--- src/rtl/execute_div.sv ---
// Iterative radix-2 restoring divider for the RV64M execute stage.
// Handles DIV/DIVU/REM/REMU and their W forms, with RISC-V divide-by-zero/overflow results.
package execute_div_pkg;
  typedef enum logic [4:0] {
    ALU_ADD   = 5'd0,
    ALU_SUB   = 5'd1,
    ALU_DIV   = 5'd16,
    ALU_REM   = 5'd17,
    ALU_DIVU  = 5'd18,
    ALU_REMU  = 5'd19,
    ALU_DIVW  = 5'd20,
    ALU_REMW  = 5'd21,
    ALU_DIVUW = 5'd22,
    ALU_REMUW = 5'd23
  } alufunc_t;
endpackage

module execute_div
  import execute_div_pkg::*;
#(
  parameter int WIDTH = 64
) (
  input  logic             clk,
  input  logic             resetn,
  input  logic             flush,
  input  logic             in_valid,
  output logic             in_ready,
  input  logic [4:0]       alufunc,
  input  logic [WIDTH-1:0] srca,
  input  logic [WIDTH-1:0] srcb,
  output logic             out_valid,
  input  logic             out_ready,
  output logic [WIDTH-1:0] result
);

  localparam int HALF = 32;
  localparam int CW   = $clog2(WIDTH);

  typedef enum logic [1:0] {S_IDLE, S_CALC, S_FIX, S_DONE} state_t;

  function automatic logic [WIDTH-1:0] fmt_result(input logic [WIDTH-1:0] v, input logic is_w);
    return is_w ? {{(WIDTH-HALF){v[HALF-1]}}, v[HALF-1:0]} : v;
  endfunction

  state_t           r_state;
  logic [CW-1:0]    r_cnt;
  logic [WIDTH-1:0] r_quo;
  logic [WIDTH-1:0] r_rem;
  logic [WIDTH-1:0] r_div;
  logic             r_sign_q;
  logic             r_sign_r;
  logic             r_is_rem;
  logic             r_is_w;
  logic [WIDTH-1:0] r_result;
  logic             r_out_valid;

  logic w_is_div, w_is_rem, w_is_uns, w_is_w;

  // NOTE: every output of a combinational block gets a default first, otherwise
  // unlisted case items would infer latches.
  always_comb begin
    w_is_div = 1'b0;
    w_is_rem = 1'b0;
    w_is_uns = 1'b0;
    w_is_w   = 1'b0;
    case (alufunc)
      ALU_DIV:   w_is_div = 1'b1;
      ALU_REM:   begin w_is_div = 1'b1; w_is_rem = 1'b1; end
      ALU_DIVU:  begin w_is_div = 1'b1; w_is_uns = 1'b1; end
      ALU_REMU:  begin w_is_div = 1'b1; w_is_rem = 1'b1; w_is_uns = 1'b1; end
      ALU_DIVW:  begin w_is_div = 1'b1; w_is_w = 1'b1; end
      ALU_REMW:  begin w_is_div = 1'b1; w_is_rem = 1'b1; w_is_w = 1'b1; end
      ALU_DIVUW: begin w_is_div = 1'b1; w_is_uns = 1'b1; w_is_w = 1'b1; end
      ALU_REMUW: begin w_is_div = 1'b1; w_is_rem = 1'b1; w_is_uns = 1'b1; w_is_w = 1'b1; end
      default:   ;
    endcase
  end

  // Operand preparation: W ops see only the low word, extended per signedness.
  logic [WIDTH-1:0] w_a_prep, w_b_prep, w_a_abs, w_b_abs, w_min;
  logic             w_sa, w_sb, w_b_zero, w_ovf, w_special, w_accept;
  logic [WIDTH-1:0] w_spec_q, w_spec_r, w_spec_result;

  assign w_a_prep = !w_is_w  ? srca :
                    w_is_uns ? {{(WIDTH-HALF){1'b0}}, srca[HALF-1:0]} :
                               {{(WIDTH-HALF){srca[HALF-1]}}, srca[HALF-1:0]};
  assign w_b_prep = !w_is_w  ? srcb :
                    w_is_uns ? {{(WIDTH-HALF){1'b0}}, srcb[HALF-1:0]} :
                               {{(WIDTH-HALF){srcb[HALF-1]}}, srcb[HALF-1:0]};
  assign w_sa     = !w_is_uns && w_a_prep[WIDTH-1];
  assign w_sb     = !w_is_uns && w_b_prep[WIDTH-1];
  assign w_a_abs  = w_sa ? -w_a_prep : w_a_prep;
  assign w_b_abs  = w_sb ? -w_b_prep : w_b_prep;
  assign w_min    = w_is_w ? {{(WIDTH-HALF+1){1'b1}}, {(HALF-1){1'b0}}}
                           : {1'b1, {(WIDTH-1){1'b0}}};

  assign w_b_zero  = (w_b_prep == '0);
  assign w_ovf     = !w_is_uns && (w_b_prep == '1) && (w_a_prep == w_min);
  assign w_special = w_b_zero || w_ovf;
  // On overflow the prepared dividend already equals MIN, the required quotient.
  assign w_spec_q      = w_b_zero ? '1 : w_a_prep;
  assign w_spec_r      = w_b_zero ? w_a_prep : '0;
  assign w_spec_result = fmt_result(w_is_rem ? w_spec_r : w_spec_q, w_is_w);

  assign in_ready = (r_state == S_IDLE);
  assign w_accept = in_valid && in_ready && !flush && w_is_div;

  // One restoring step: shift in the next dividend bit, subtract if it fits.
  logic [WIDTH:0]   w_rem_sh, w_diff;
  logic             w_qbit;
  logic [WIDTH-1:0] w_rem_next;

  assign w_rem_sh   = {r_rem, r_quo[WIDTH-1]};
  assign w_diff     = w_rem_sh - {1'b0, r_div};
  assign w_qbit     = !w_diff[WIDTH];
  assign w_rem_next = w_qbit ? w_diff[WIDTH-1:0] : w_rem_sh[WIDTH-1:0];

  logic [WIDTH-1:0] w_q_fix, w_r_fix, w_fix_result;

  assign w_q_fix      = r_sign_q ? -r_quo : r_quo;
  assign w_r_fix      = r_sign_r ? -r_rem : r_rem;
  assign w_fix_result = fmt_result(r_is_rem ? w_r_fix : w_q_fix, r_is_w);

  // NOTE: sequential state uses non-blocking assignments so every register
  // samples the pre-edge values regardless of statement order.
  always_ff @(posedge clk or negedge resetn) begin
    if (!resetn) begin
      r_state     <= S_IDLE;
      r_cnt       <= '0;
      r_quo       <= '0;
      r_rem       <= '0;
      r_div       <= '0;
      r_sign_q    <= 1'b0;
      r_sign_r    <= 1'b0;
      r_is_rem    <= 1'b0;
      r_is_w      <= 1'b0;
      r_result    <= '0;
      r_out_valid <= 1'b0;
    end else if (flush) begin
      r_state     <= S_IDLE;
      r_out_valid <= 1'b0;
    end else begin
      case (r_state)
        S_IDLE: begin
          if (w_accept) begin
            if (w_special) begin
              r_result    <= w_spec_result;
              r_out_valid <= 1'b1;
              r_state     <= S_DONE;
            end else begin
              // W dividends sit in the top half so N=32 shifts leave the quotient low.
              r_quo    <= w_is_w ? {w_a_abs[HALF-1:0], {(WIDTH-HALF){1'b0}}} : w_a_abs;
              r_rem    <= '0;
              r_div    <= w_b_abs;
              r_cnt    <= w_is_w ? CW'(HALF-1) : CW'(WIDTH-1);
              r_sign_q <= w_sa ^ w_sb;
              r_sign_r <= w_sa;
              r_is_rem <= w_is_rem;
              r_is_w   <= w_is_w;
              r_state  <= S_CALC;
            end
          end
        end
        S_CALC: begin
          r_rem <= w_rem_next;
          r_quo <= {r_quo[WIDTH-2:0], w_qbit};
          r_cnt <= r_cnt - 1'b1;
          if (r_cnt == '0) r_state <= S_FIX;
        end
        S_FIX: begin
          r_result    <= w_fix_result;
          r_out_valid <= 1'b1;
          r_state     <= S_DONE;
        end
        S_DONE: begin
          if (out_ready) begin
            r_out_valid <= 1'b0;
            r_state     <= S_IDLE;
          end
        end
        default: r_state <= S_IDLE;
      endcase
    end
  end

  assign out_valid = r_out_valid;
  assign result    = r_result;

endmodule

--- config.mk ---
export PLATFORM = sky130hd
export DESIGN_NAME = execute_div
export DESIGN_NICKNAME = d
export VERILOG_FILES = /design/src/rtl/execute_div.sv
export SDC_FILE = /design/constraint.sdc
export NUM_CORES = 1
export LEC_CHECK = 0
export BUFFER_PORTS_ARGS = -buffer_cell sky130_fd_sc_hd__buf_4
export CAP_MARGIN = 20
export CORE_AREA = 2 2 199 347
export DETAILED_ROUTE_END_ITERATION = 8
export DIE_AREA = 0 0 201 349
export PLACE_DENSITY = 0.55
export SLEW_MARGIN = 5
export SYNTH_ARGS = -nofsm -noshare
export SYNTH_HDL_FRONTEND = slang
export SYNTH_SLANG_ARGS = --single-unit
--- constraint.sdc ---
create_clock -name clk -period 4.7 [get_ports clk]
set_input_delay 0.705 -clock clk [delete_from_list [all_inputs] [get_ports clk]]
set_output_delay 0.705 -clock clk [all_outputs]
set_load 0.02 [all_outputs]
==> impl_metrics.xml, run 1 <==
<?xml version="1.0" encoding="UTF-8"?>
<metrics>
  <group name="run_status">
    <metric name="outcome" unit="">complete, no violations</metric>
  </group>
  <group name="cells_and_area">
    <metric name="design.final.nets" unit="">3459</metric>
    <metric name="multi_input_comb_area" unit="mm^2">0.0154</metric>
    <metric name="most_common_library_cell_in_the_layout_ignoring_fill_and_taps" unit="">nand2_1</metric>
    <metric name="layout.core_utilization" unit="%">40.3</metric>
    <metric name="filler_cell_count" unit="">7203</metric>
    <metric name="area.growth.synth_to_final" unit="%">16.4</metric>
    <metric name="layout.area.seq" unit="mm^2">0.00674</metric>
    <metric name="final_cells" unit="">4163</metric>
    <metric name="drive_gt1_share" unit="%">12.7</metric>
    <metric name="final_cell_mix" unit="">425 x nand2_1, 379 x o21ai_0, 305 x buf_4, 301 x a21oi_1, 277 x nor2_1</metric>
    <metric name="postLayoutCellArea" unit="mm^2">0.0271</metric>
  </group>
  <group name="power_and_ir_drop">
    <metric name="leakage_power_total" unit="nW">11.6</metric>
    <metric name="largest_voltage_drop_on_the_vdd_net" unit="V">0.000250</metric>
    <metric name="finalPower" unit="mW">11.6</metric>
    <metric name="power_density" unit="mW/mm^2">427</metric>
  </group>
  <group name="setup_path">
    <metric name="criticalPathCategory" unit="">flip-flop to flip-flop</metric>
    <metric name="worst-endpoint-arrival" unit="ns">5.03</metric>
    <metric name="worstSetupStartpointType" unit="">flip-flop</metric>
    <metric name="critical_path.endpoint_type" unit="">flip-flop</metric>
    <metric name="critical_path_required" unit="ns">5.14</metric>
    <metric name="critical_path.slowest_cell" unit="">o21ai_0</metric>
    <metric name="critPathMostFrequentCell" unit="">buf_4</metric>
    <metric name="worst-path-max-fanout" unit="">32</metric>
    <metric name="crit_chain" unit="">or4_1 &gt; nor4_2 &gt; nand4_2 &gt; buf_4 &gt; o31ai_1 &gt; xor2_1 &gt; nor2_1 &gt; a21oi_1 &gt; o21ai_2 &gt; buf_4 &gt; o21ai_0 &gt; o21ai_1</metric>
    <metric name="crit_path_max_incr_delay" unit="ns">1.04</metric>
    <metric name="worst-path-buf-inv" unit="">2</metric>
    <metric name="path_delay_family" unit="">compound AO/OA/AOI/OAI gates</metric>
  </group>
  <group name="route">
    <metric name="drt_first_pass_iters" unit="">5</metric>
    <metric name="route.vias.total" unit="">23900</metric>
    <metric name="post_drt_wl_per_cell" unit="um">23.2</metric>
    <metric name="via_per_inst" unit="">5.74</metric>
    <metric name="first_iter_violations" unit="">1715</metric>
    <metric name="postRouteWirelength" unit="mm">96.6</metric>
    <metric name="post_route_drc_violation_count" unit="">0</metric>
    <metric name="ant_nets" unit="">0</metric>
  </group>
  <group name="sta">
    <metric name="finalHoldViolations" unit="">0</metric>
    <metric name="maxClockFrequency" unit="GHz">0.218</metric>
    <metric name="timing_max_transition_violations_final" unit="">0</metric>
    <metric name="final_critical_path_setup_slack" unit="ns">0.107</metric>
    <metric name="min_period" unit="ns">4.59</metric>
    <metric name="timing.slew.headroom" unit="%">13.0</metric>
    <metric name="final.setup_skew" unit="ns">0.0140</metric>
    <metric name="fin_tns_setup" unit="ns">0</metric>
    <metric name="timing_worst_slew_pin_value" unit="ns">1.29</metric>
    <metric name="hold-worst-slack" unit="ns">0.127</metric>
    <metric name="rsz0062_at_grt" unit="">no</metric>
    <metric name="layout_worst_path_cycle_share" unit="%">97.7</metric>
    <metric name="setup_viol_count_final" unit="">0</metric>
  </group>
  <group name="floorplanning">
    <metric name="chipWidth" unit="um">201</metric>
    <metric name="placementRows" unit="">126</metric>
    <metric name="design.core.area" unit="mm^2">0.0673</metric>
    <metric name="initial_utilization" unit="%">34.6</metric>
    <metric name="dieArea" unit="mm^2">0.0701</metric>
    <metric name="die_height" unit="um">349</metric>
    <metric name="io_pins" unit="">204</metric>
  </group>
  <group name="synth">
    <metric name="yosysSeqAreaShare" unit="%">28.9</metric>
    <metric name="postSynthCellCount" unit="">3105</metric>
    <metric name="synth-edff-count" unit="">0</metric>
    <metric name="number_of_synthesized_register_bits" unit="">269</metric>
    <metric name="post_synth_instance_area" unit="mm^2">0.0233</metric>
    <metric name="synth_nets" unit="">3319</metric>
    <metric name="synthesis.area_per_instance" unit="um^2">7.51</metric>
    <metric name="yosys_most_used_dff" unit="">dfrtp_1</metric>
    <metric name="yosysWarningCount" unit="">0</metric>
    <metric name="synthArstFlopShare" unit="%">100</metric>
    <metric name="post_synth_num_cell_types" unit="">82</metric>
  </group>
  <group name="clock_tree">
    <metric name="postCtsResizedCells" unit="">0</metric>
    <metric name="cts_tree" unit="">yes</metric>
    <metric name="clock_path_buffers" unit="">3</metric>
    <metric name="clkSinkCount" unit="">269</metric>
    <metric name="htree_levels" unit="">1</metric>
    <metric name="clk_transition_reported_paths" unit="ns">0.07</metric>
    <metric name="cts_hold_buf" unit="">0</metric>
    <metric name="insertion_delay_of_the_later_clocked_pin_in_the_worst_skew_pair" unit="ns">0.61</metric>
    <metric name="post_cts_buffers" unit="">0</metric>
    <metric name="cts.root.buffer_cell" unit="">clkbuf_16</metric>
    <metric name="cts-buffers-inserted" unit="">28</metric>
  </group>
  <group name="job">
    <metric name="timing.max_cap.violations" unit="">0</metric>
  </group>
  <group name="placed_design">
    <metric name="placed_area" unit="mm^2">0.0262</metric>
    <metric name="dpl_wire_length" unit="mm">75.9</metric>
    <metric name="dp_slack" unit="ns">0.242</metric>
    <metric name="port_buffers" unit="">203</metric>
    <metric name="gp_congestion" unit="">0.960</metric>
    <metric name="numPlacedInstances" unit="">4111</metric>
  </group>
  <group name="global_routing">
    <metric name="grt-ovfl-total" unit="">0</metric>
    <metric name="grt_first_pass_wirelength" unit="mm">146</metric>
    <metric name="number_of_global_route_vias_before_repair" unit="">23900</metric>
    <metric name="grt_util_all_layers" unit="%">27.0</metric>
    <metric name="grt_max_degree" unit="">129</metric>
    <metric name="initial_antenna_violation_count" unit="">7</metric>
  </group>
  <group name="worst_hold_path">
    <metric name="min-delay-path-class" unit="">input port to async pin</metric>
  </group>
</metrics>
-- sequential cells by signal, indices dropped and copies added, names as in the netlist, 2 cells and up --
register  flops
r_rem        64
r_div        64
r_quo        64
r_cnt         6
r_state       2
result       64
-- cells by family (layout without fill, tap and decap cells) --
group                      Yosys count  count (layout)  synth area share, %
AOI/OAI and AO/OA                 1067            1067                 27.5
and+or+nand+nor                   1024            1024                 20.5
buffers and inverters              309             470                 5.16
xor gates and xnor gates           301             301                 11.3
DFF                                269             269                 28.9
adders and majority gates           76              76                 4.11
muxes                               59              59                 2.55
other                                0               1                    0
-- cell type report --
class                      instances  area share, %
multi-input combinational       2527           56.9
sequential                       269           24.8
timing repair buffer             317           9.30
tap                              896           4.13
clock buffer                      39           2.81
inverter                         102           1.41
clock inverter                    12          0.622
antenna                            1        0.00922
-- layer usage --
layer,wire (um),track usage [%]
met1,37200,30.3
met2,47900,48.5
met3,4760,3.37
met4,6620,16.5
met5,81,0
-- path summary, 6_finish.rpt --
path	start	end	slack, ns	cells past startpoint
max	r_quo[19]	result[33]	0.11	12
max in group asynchronous	resetn	r_quo[57]	3.47	2
min in group clk	flush	r_state[1]	0.37	2
max reg2reg	r_quo[19]	result[33]	0.11	12
min reg2reg	r_div[37]	r_div[37]	0.48	2
min	resetn	r_div[7]	0.13	1
-- synth_stat cells, types with 60 or more instances --
| cell type | number | share of area [%] |
|---|---|---|
| nand2_1 | 426 | 6.9 |
| dfrtp_1 | 269 | 29 |
| xnor2_1 | 163 | 6.1 |
| ha_1 | 75 | 4.0 |
| nor3_1 | 60 | 1.3 |
| xor2_1 | 138 | 5.2 |
| nor2_1 | 277 | 4.5 |
| o31ai_1 | 64 | 2.1 |
| clkbuf_1 | 163 | 2.6 |
| inv_1 | 102 | 1.6 |
| a21oi_1 | 304 | 6.5 |
| o21ai_0 | 380 | 8.2 |
-- report_power, final --
group          total (mW)  internal [mW]  leakage (nW)  switching (mW)
clock network        2.37           1.31         0.434            1.07
registers            3.59           2.83          3.50           0.762
logic                5.63           2.08          7.70            3.54
(Power assumes the default switching activity.)
==> run 2: changes to the inputs <==
==> constraint.sdc (replaced) <==
create_clock -name clk -period 4.7 [get_ports clk]
set_input_delay 1.175 -clock clk [delete_from_list [all_inputs] [get_ports clk]]
set_output_delay 1.175 -clock clk [all_outputs]
set_load 0.02 [all_outputs]
==> run 2 against run 1 <==
  * Cell count grew 0.74%
  * Total power shrank 0.77%
  * Critical path type unchanged
  * Clock skew grew 0.010 ns
  * Clock power shrank 3%
  * Clock-buffer cell count shrank 6
  * Sequential power is essentially flat
==> impl_metrics.xml, run 2 (synthesis results as in run 1) <==
<?xml version="1.0" encoding="UTF-8"?>
<metrics>
  <group name="run_status">
    <metric name="outcome" unit="">complete, no violations</metric>
  </group>
  <group name="clock_tree">
    <metric name="clock_path_buffers" unit="">3</metric>
    <metric name="insertion_delay_of_the_later_clocked_pin_in_the_worst_skew_pair" unit="ns">0.61</metric>
    <metric name="cts-buffers-inserted" unit="">28</metric>
    <metric name="htree_levels" unit="">1</metric>
    <metric name="clkSinkCount" unit="">269</metric>
    <metric name="cts.root.buffer_cell" unit="">clkbuf_16</metric>
    <metric name="clk_transition_reported_paths" unit="ns">0.07</metric>
    <metric name="cts_tree" unit="">yes</metric>
  </group>
  <group name="sta">
    <metric name="setup_viol_count_final" unit="">0</metric>
    <metric name="min_period" unit="ns">4.34</metric>
    <metric name="finalHoldViolations" unit="">0</metric>
    <metric name="fin_tns_setup" unit="ns">0</metric>
    <metric name="maxClockFrequency" unit="GHz">0.230</metric>
    <metric name="timing_max_transition_violations_final" unit="">0</metric>
    <metric name="layout_worst_path_cycle_share" unit="%">92.4</metric>
    <metric name="rsz0062_at_grt" unit="">no</metric>
    <metric name="final.setup_skew" unit="ns">0.0240</metric>
    <metric name="timing_worst_slew_pin_value" unit="ns">0.999</metric>
    <metric name="timing.slew.headroom" unit="%">31.7</metric>
  </group>
  <group name="cells_and_area">
    <metric name="drive_gt1_share" unit="%">13.7</metric>
    <metric name="multi_input_comb_area" unit="mm^2">0.0154</metric>
    <metric name="final_cells" unit="">4194</metric>
    <metric name="final_cell_mix" unit="">425 x nand2_1, 378 x o21ai_0, 325 x buf_4, 301 x a21oi_1, 277 x nor2_1</metric>
    <metric name="most_common_library_cell_in_the_layout_ignoring_fill_and_taps" unit="">nand2_1</metric>
    <metric name="filler_cell_count" unit="">7077</metric>
    <metric name="layout.area.seq" unit="mm^2">0.00674</metric>
    <metric name="design.final.nets" unit="">3490</metric>
    <metric name="area.growth.synth_to_final" unit="%">17.9</metric>
  </group>
  <group name="setup_path">
    <metric name="crit_path_max_incr_delay" unit="ns">0.43</metric>
    <metric name="critPathMostFrequentCell" unit="">buf_4</metric>
    <metric name="worst-path-max-fanout" unit="">13</metric>
    <metric name="r2r_start" unit="">r_quo[63]</metric>
    <metric name="crit_chain" unit="">inv_1 &gt; ha_1 &gt; inv_1 &gt; fa_1 &gt; a211oi_1 &gt; o21a_1 &gt; o21a_1 &gt; a2111oi_0 &gt; buf_4 &gt; o21ai_1 &gt; a21oi_1 &gt; a21oi_1 &gt; mux2i_1 &gt; buf_4 &gt; nand2_4 &gt; buf_12 &gt; buf_4 &gt; mux2i_1 &gt; o21ai_0</metric>
    <metric name="criticalPathCategory" unit="">flip-flop to flip-flop</metric>
    <metric name="worst-endpoint-arrival" unit="ns">4.85</metric>
    <metric name="critical_path.endpoint_type" unit="">flip-flop</metric>
    <metric name="critical_path.slowest_cell" unit="">fa_1</metric>
    <metric name="r2r_cells" unit="">19</metric>
    <metric name="critical_path_required" unit="ns">5.21</metric>
    <metric name="r2r_setup_slack" unit="ns">0.36</metric>
    <metric name="worstSetupStartpointType" unit="">flip-flop</metric>
    <metric name="reg2reg_to" unit="">r_rem[23]</metric>
  </group>
  <group name="power_and_ir_drop">
    <metric name="leakage_power_total" unit="nW">11.8</metric>
    <metric name="largest_voltage_drop_on_the_vdd_net" unit="V">0.000288</metric>
    <metric name="power_density" unit="mW/mm^2">418</metric>
  </group>
  <group name="placed_design">
    <metric name="gp_congestion" unit="">0.954</metric>
    <metric name="numPlacedInstances" unit="">4142</metric>
    <metric name="port_buffers" unit="">203</metric>
    <metric name="dpl_wire_length" unit="mm">74.7</metric>
  </group>
  <group name="floorplanning">
    <metric name="die_height" unit="um">349</metric>
    <metric name="io_pins" unit="">204</metric>
    <metric name="dieArea" unit="mm^2">0.0701</metric>
    <metric name="placementRows" unit="">126</metric>
    <metric name="chipWidth" unit="um">201</metric>
    <metric name="design.core.area" unit="mm^2">0.0673</metric>
    <metric name="initial_utilization" unit="%">34.6</metric>
  </group>
  <group name="route">
    <metric name="post_route_drc_violation_count" unit="">0</metric>
    <metric name="drt_first_pass_iters" unit="">5</metric>
    <metric name="first_iter_violations" unit="">1787</metric>
    <metric name="ant_nets" unit="">0</metric>
    <metric name="post_drt_wl_per_cell" unit="um">22.5</metric>
    <metric name="postRouteWirelength" unit="mm">94.2</metric>
    <metric name="via_per_inst" unit="">5.67</metric>
    <metric name="route.vias.total" unit="">23800</metric>
  </group>
  <group name="worst_hold_path">
    <metric name="worst_hold_path.num_cells" unit="">2</metric>
    <metric name="min-delay-path-class" unit="">flip-flop to flip-flop</metric>
    <metric name="worstHoldStart" unit="">r_div[47]</metric>
    <metric name="hold_end" unit="">r_div[47]</metric>
  </group>
  <group name="global_routing">
    <metric name="grt_first_pass_wirelength" unit="mm">142</metric>
    <metric name="number_of_global_route_vias_before_repair" unit="">23200</metric>
    <metric name="grt_max_degree" unit="">88</metric>
    <metric name="grt_util_all_layers" unit="%">26.3</metric>
    <metric name="grt-ovfl-total" unit="">0</metric>
    <metric name="initial_antenna_violation_count" unit="">8</metric>
  </group>
  <group name="job">
    <metric name="timing.max_cap.violations" unit="">0</metric>
  </group>
</metrics>
==> run 2: cell count changes in the layout (fill, tap and decap cells not counted), moves of 6 or more <==
| cell | before | now |
|---|---|---|
| buf_4 | 305 | 325 |
| buf_12 | 11 | 22 |
| clkinv_2 | 1 | 8 |
| clkbuf_1 | 9 | 3 |
==> run 2: report_power, final <==
group	switching, mW	leakage [nW]	internal, mW
registers	0.770	3.50	2.83
clock network	1.07	0.434	1.24
logic	3.49	7.90	2.11
==> run 2: metrics by stage <==
stage | utilization [%] | setup slack [ns] | instance area [um^2] | hold slack [ns] | power [mW]
3_5_place_dp | 39.5 | 0.0724 | 26600 | 0.468 | 9.17
5_1_grt | 40.8 | 0.180 | 27500 | 0.505 | 12.3
3_3_place_gp | 39.5 | 0.0929 | 26600 | 0.462 | 9.15
6_report | 40.8 | 0.359 | 27500 | 0.479 | 11.5
2_1_floorplan | - | 0.580 | 23300 | 0.441 | 7.21
4_1_cts | 40.8 | 0.0653 | 27500 | 0.477 | 11.5
==> run 2: what timing repair did <==
item | 4_1_cts | 5_1_grt
hold buffers | 0 | 0
buffers inserted | 0 | 0
gates resized for setup | 0 | 1
hold endpoints to repair | 0 | 0
endpoints found under the setup margin | 0 | 8
==> run 2: worst max path at each step <==
| stage | from | to | slack (ns) | depth (start not counted) |
|---|---|---|---|---|
| 5_1_grt | r_quo[63] | r_rem[50] | 0.18 | 19 |
| 6_report | r_quo[63] | r_rem[23] | 0.36 | 19 |
| 4_1_cts | r_quo[63] | r_rem[23] | 0.07 | 19 |
| 3_3_place_gp | srca[18] | r_quo[54] | 0.09 | 14 |
| 2_1_floorplan | srcb[6] | r_quo[13] | 0.58 | 13 |
| 3_5_place_dp | srcb[6] | result[21] | 0.07 | 13 |
==> run 2: critical path: cells and delay by family (launching register included) <==
| kind | cells | cell delay (ns) |
|---|---|---|
| AOI/OAI and AO/OA | 8 | 1.96 |
| adders and majority gates | 2 | 0.67 |
| buffers and inverters | 6 | 0.79 |
| DFF | 1 | 0.38 |
| muxes | 2 | 0.35 |
| and+or+nand+nor | 1 | 0.07 |
==> run 2: layout make-up <==
cell class | instances | area share [%]
repair buffers | 348 | 10.5
diodes | 2 | 0.0182
well taps | 896 | 4.08
flip-flops and latches | 269 | 24.5
clock inverters | 17 | 0.592
multi-input cells | 2527 | 56.2
inverters | 102 | 1.39
clock buffers | 33 | 2.69
==> run 2: layer usage <==
| layer | vias up | global-route usage [%] | part of all wire, % |
|---|---|---|---|
| met5 | - | 0 | 0.073 |
| met3 | 267 | 3.67 | 5.6 |
| met1 | 11200 | 29.7 | 38 |
| li1 | 11500 | - | - |
| met2 | 783 | 46.7 | 49 |
| met4 | 10 | 16.6 | 7.1 |
==> run 3: changes to the inputs <==
Settings changed: BUFFER_PORTS_ARGS -buffer_cell sky130_fd_sc_hd__buf_4 to not set, DONT_BUFFER_PORTS set to 1, GPL_TIMING_DRIVEN set to 0, PLACE_DENSITY 0.55 to 0.53.
==> run 3 against run 2 <==
  * The flow now finishes with violations (negative setup slack)
  * Critical endpoint is now r_quo[54]
  * Via count up 2.5%
  * Sequential share of layout area up 1.8 points
  * Sequential power down 2%
  * Cell count down 3.2%
  * Clock-buffer cell count up 7
  * Highest routed layer is now met4
  * Critical path depth down 8
  * Largest power group unchanged
==> impl_metrics.xml, run 3 (synthesis results as in run 1) <==
<?xml version="1.0" encoding="UTF-8"?>
<metrics>
  <group name="setup_path">
    <metric name="r2r_setup_slack" unit="ns">0.08</metric>
    <metric name="worst-path-max-fanout" unit="">10</metric>
    <metric name="worst-endpoint-arrival" unit="ns">5.29</metric>
    <metric name="crit_path_max_incr_delay" unit="ns">0.67</metric>
    <metric name="criticalPathCategory" unit="">input port to flip-flop</metric>
    <metric name="critical_path_required" unit="ns">5.27</metric>
    <metric name="r2r_start" unit="">r_quo[8]</metric>
    <metric name="critical_path.endpoint_type" unit="">flip-flop</metric>
    <metric name="path_delay_family" unit="">compound AO/OA/AOI/OAI gates</metric>
    <metric name="crit_chain" unit="">and3b_1 &gt; clkbuf_1 &gt; clkbuf_2 &gt; o21ai_0 &gt; nor3_2 &gt; o211ai_1 &gt; nor4_2 &gt; nor2_1 &gt; xnor2_1 &gt; a2111oi_2 &gt; a221o_1</metric>
    <metric name="worst-path-buf-inv" unit="">2</metric>
    <metric name="worstSetupStartpointType" unit="">input port</metric>
    <metric name="r2r_cells" unit="">11</metric>
    <metric name="critical_path.slowest_cell" unit="">clkbuf_1</metric>
    <metric name="reg2reg_to" unit="">result[33]</metric>
  </group>
  <group name="run_status">
    <metric name="failed_checks" unit="">negative setup slack</metric>
    <metric name="outcome" unit="">finished, violations left</metric>
  </group>
  <group name="global_routing">
    <metric name="grt_util_all_layers" unit="%">31.6</metric>
    <metric name="grt_first_pass_wirelength" unit="mm">164</metric>
    <metric name="grt-ovfl-total" unit="">0</metric>
    <metric name="number_of_global_route_vias_before_repair" unit="">24500</metric>
    <metric name="initial_antenna_violation_count" unit="">3</metric>
    <metric name="grt_max_degree" unit="">270</metric>
  </group>
  <group name="placed_design">
    <metric name="numPlacedInstances" unit="">4004</metric>
    <metric name="gp_congestion" unit="">1.04</metric>
    <metric name="dpl_wire_length" unit="mm">89.9</metric>
    <metric name="port_buffers" unit="">0</metric>
    <metric name="dp_slack" unit="ns">-1.52</metric>
    <metric name="placed_area" unit="mm^2">0.0245</metric>
  </group>
  <group name="route">
    <metric name="via_per_inst" unit="">6.00</metric>
    <metric name="first_iter_violations" unit="">1712</metric>
    <metric name="ant_nets" unit="">0</metric>
    <metric name="post_drt_wl_per_cell" unit="um">27.9</metric>
    <metric name="drt_first_pass_iters" unit="">5</metric>
    <metric name="route.vias.total" unit="">24300</metric>
    <metric name="postRouteWirelength" unit="mm">113</metric>
    <metric name="post_route_drc_violation_count" unit="">0</metric>
  </group>
  <group name="clock_tree">
    <metric name="clk_transition_reported_paths" unit="ns">0.07</metric>
    <metric name="htree_levels" unit="">1</metric>
    <metric name="cts-buffers-inserted" unit="">29</metric>
    <metric name="cts.root.buffer_cell" unit="">clkbuf_16</metric>
    <metric name="clock_path_buffers" unit="">3</metric>
    <metric name="clkSinkCount" unit="">269</metric>
    <metric name="insertion_delay_of_the_later_clocked_pin_in_the_worst_skew_pair" unit="ns">0.65</metric>
    <metric name="cts_tree" unit="">yes</metric>
  </group>
  <group name="cells_and_area">
    <metric name="drive_gt1_share" unit="%">4.87</metric>
    <metric name="postLayoutCellArea" unit="mm^2">0.0256</metric>
    <metric name="final_cell_mix" unit="">426 x nand2_1, 374 x o21ai_0, 301 x a21oi_1, 276 x nor2_1, 269 x dfrtp_1</metric>
    <metric name="design.final.nets" unit="">3355</metric>
    <metric name="final_cells" unit="">4061</metric>
    <metric name="area.growth.synth_to_final" unit="%">9.93</metric>
    <metric name="most_common_library_cell_in_the_layout_ignoring_fill_and_taps" unit="">nand2_1</metric>
  </group>
  <group name="power_and_ir_drop">
    <metric name="pwr-share-seq" unit="%">30.2</metric>
    <metric name="pwr-share-comb" unit="%">48.2</metric>
    <metric name="power_report.internal_total" unit="mW">6.16</metric>
    <metric name="p_clk_share" unit="%">21.6</metric>
    <metric name="netSwitchingPower" unit="mW">5.58</metric>
    <metric name="leakage_power_total" unit="nW">10.4</metric>
    <metric name="netSwitchingFraction" unit="%">47.5</metric>
    <metric name="power_density" unit="mW/mm^2">458</metric>
    <metric name="largest_voltage_drop_on_the_vdd_net" unit="V">0.000277</metric>
  </group>
  <group name="sta">
    <metric name="fin_tns_setup" unit="ns">-0.0276</metric>
    <metric name="finalHoldViolations" unit="">0</metric>
    <metric name="layout_worst_path_cycle_share" unit="%">100</metric>
    <metric name="hold-worst-slack" unit="ns">0.235</metric>
    <metric name="min_period" unit="ns">4.72</metric>
    <metric name="timing_worst_slew_pin_value" unit="ns">1.16</metric>
    <metric name="final_critical_path_setup_slack" unit="ns">-0.0162</metric>
    <metric name="maxClockFrequency" unit="GHz">0.212</metric>
    <metric name="timing_max_transition_violations_final" unit="">0</metric>
    <metric name="rsz0062_at_grt" unit="">no</metric>
    <metric name="final.setup_skew" unit="ns">0.0171</metric>
    <metric name="setup_viol_count_final" unit="">2</metric>
    <metric name="timing.slew.headroom" unit="%">22.4</metric>
  </group>
  <group name="floorplanning">
    <metric name="die_height" unit="um">349</metric>
    <metric name="chipWidth" unit="um">201</metric>
    <metric name="io_pins" unit="">204</metric>
    <metric name="dieArea" unit="mm^2">0.0701</metric>
    <metric name="placementRows" unit="">126</metric>
    <metric name="design.core.area" unit="mm^2">0.0673</metric>
    <metric name="initial_utilization" unit="%">34.6</metric>
  </group>
  <group name="worst_hold_path">
    <metric name="min-delay-path-class" unit="">input port to async pin</metric>
  </group>
  <group name="job">
    <metric name="timing.max_cap.violations" unit="">0</metric>
  </group>
</metrics>
-- run 3: worst max path at each step --
stage,slack (ns),endpoint,cells after the start,start
final,-0.02,r_quo[54],11,alufunc[3]
after global routing,0.007,r_rem[61],13,srcb[6]
after CTS,0.01,r_rem[49],16,r_quo[63]
after detailed placement,-1.52,r_quo[54],11,alufunc[3]
after global placement,-1.87,r_rem[6],14,r_rem[20]
after floorplan,0.58,r_quo[13],13,srcb[6]
-- run 3: per-stage QoR --
step | total power, mW | util [%]
after global placement | 8.96 | 36.3
after global routing | 12.4 | 38.1
after floorplan | 7.21 | -
final | 11.7 | 38.1
after CTS | 11.6 | 38.0
after detailed placement | 8.99 | 36.3
-- run 3: per-layer routing --
layer  wire, um  GRT usage, %  part of all wire, %
met3       8860          7.17                  7.8
met1      39300          32.6                   35
met5          0             0                    0
met4      10100          24.9                  8.9
met2      54900          55.1                   49
-- run 3: cell type report --
cell class              instances  area [um^2]
clock buffers                  40          817
flip-flops and latches        269         6730
well taps                     896         1120
multi-input cells            2527        15500
fillers                      7314        41700
clock inverters                12          166
plain buffers                 207          843
repair buffers                  5         47.5
diodes                          3         7.51
inverters                     102          383
-- run 3: power groups by stage --
stage               Sequential [mW]  Clock [mW]  Combinational (mW)
floorplan                      3.31           0                3.89
global placement               3.54           0                5.42
detailed placement             3.54           0                5.45
CTS                            3.51        2.56                5.50
global route                   3.61        2.62                6.15
finish                         3.54        2.54                5.66
-- run 3: what timing repair did --
action / in CTS / in global routing
setup endpoints to repair: 160 / 131
gates resized for setup: 32 / 24
hold buffers: 0 / 0
buffers inserted: 1 / 1
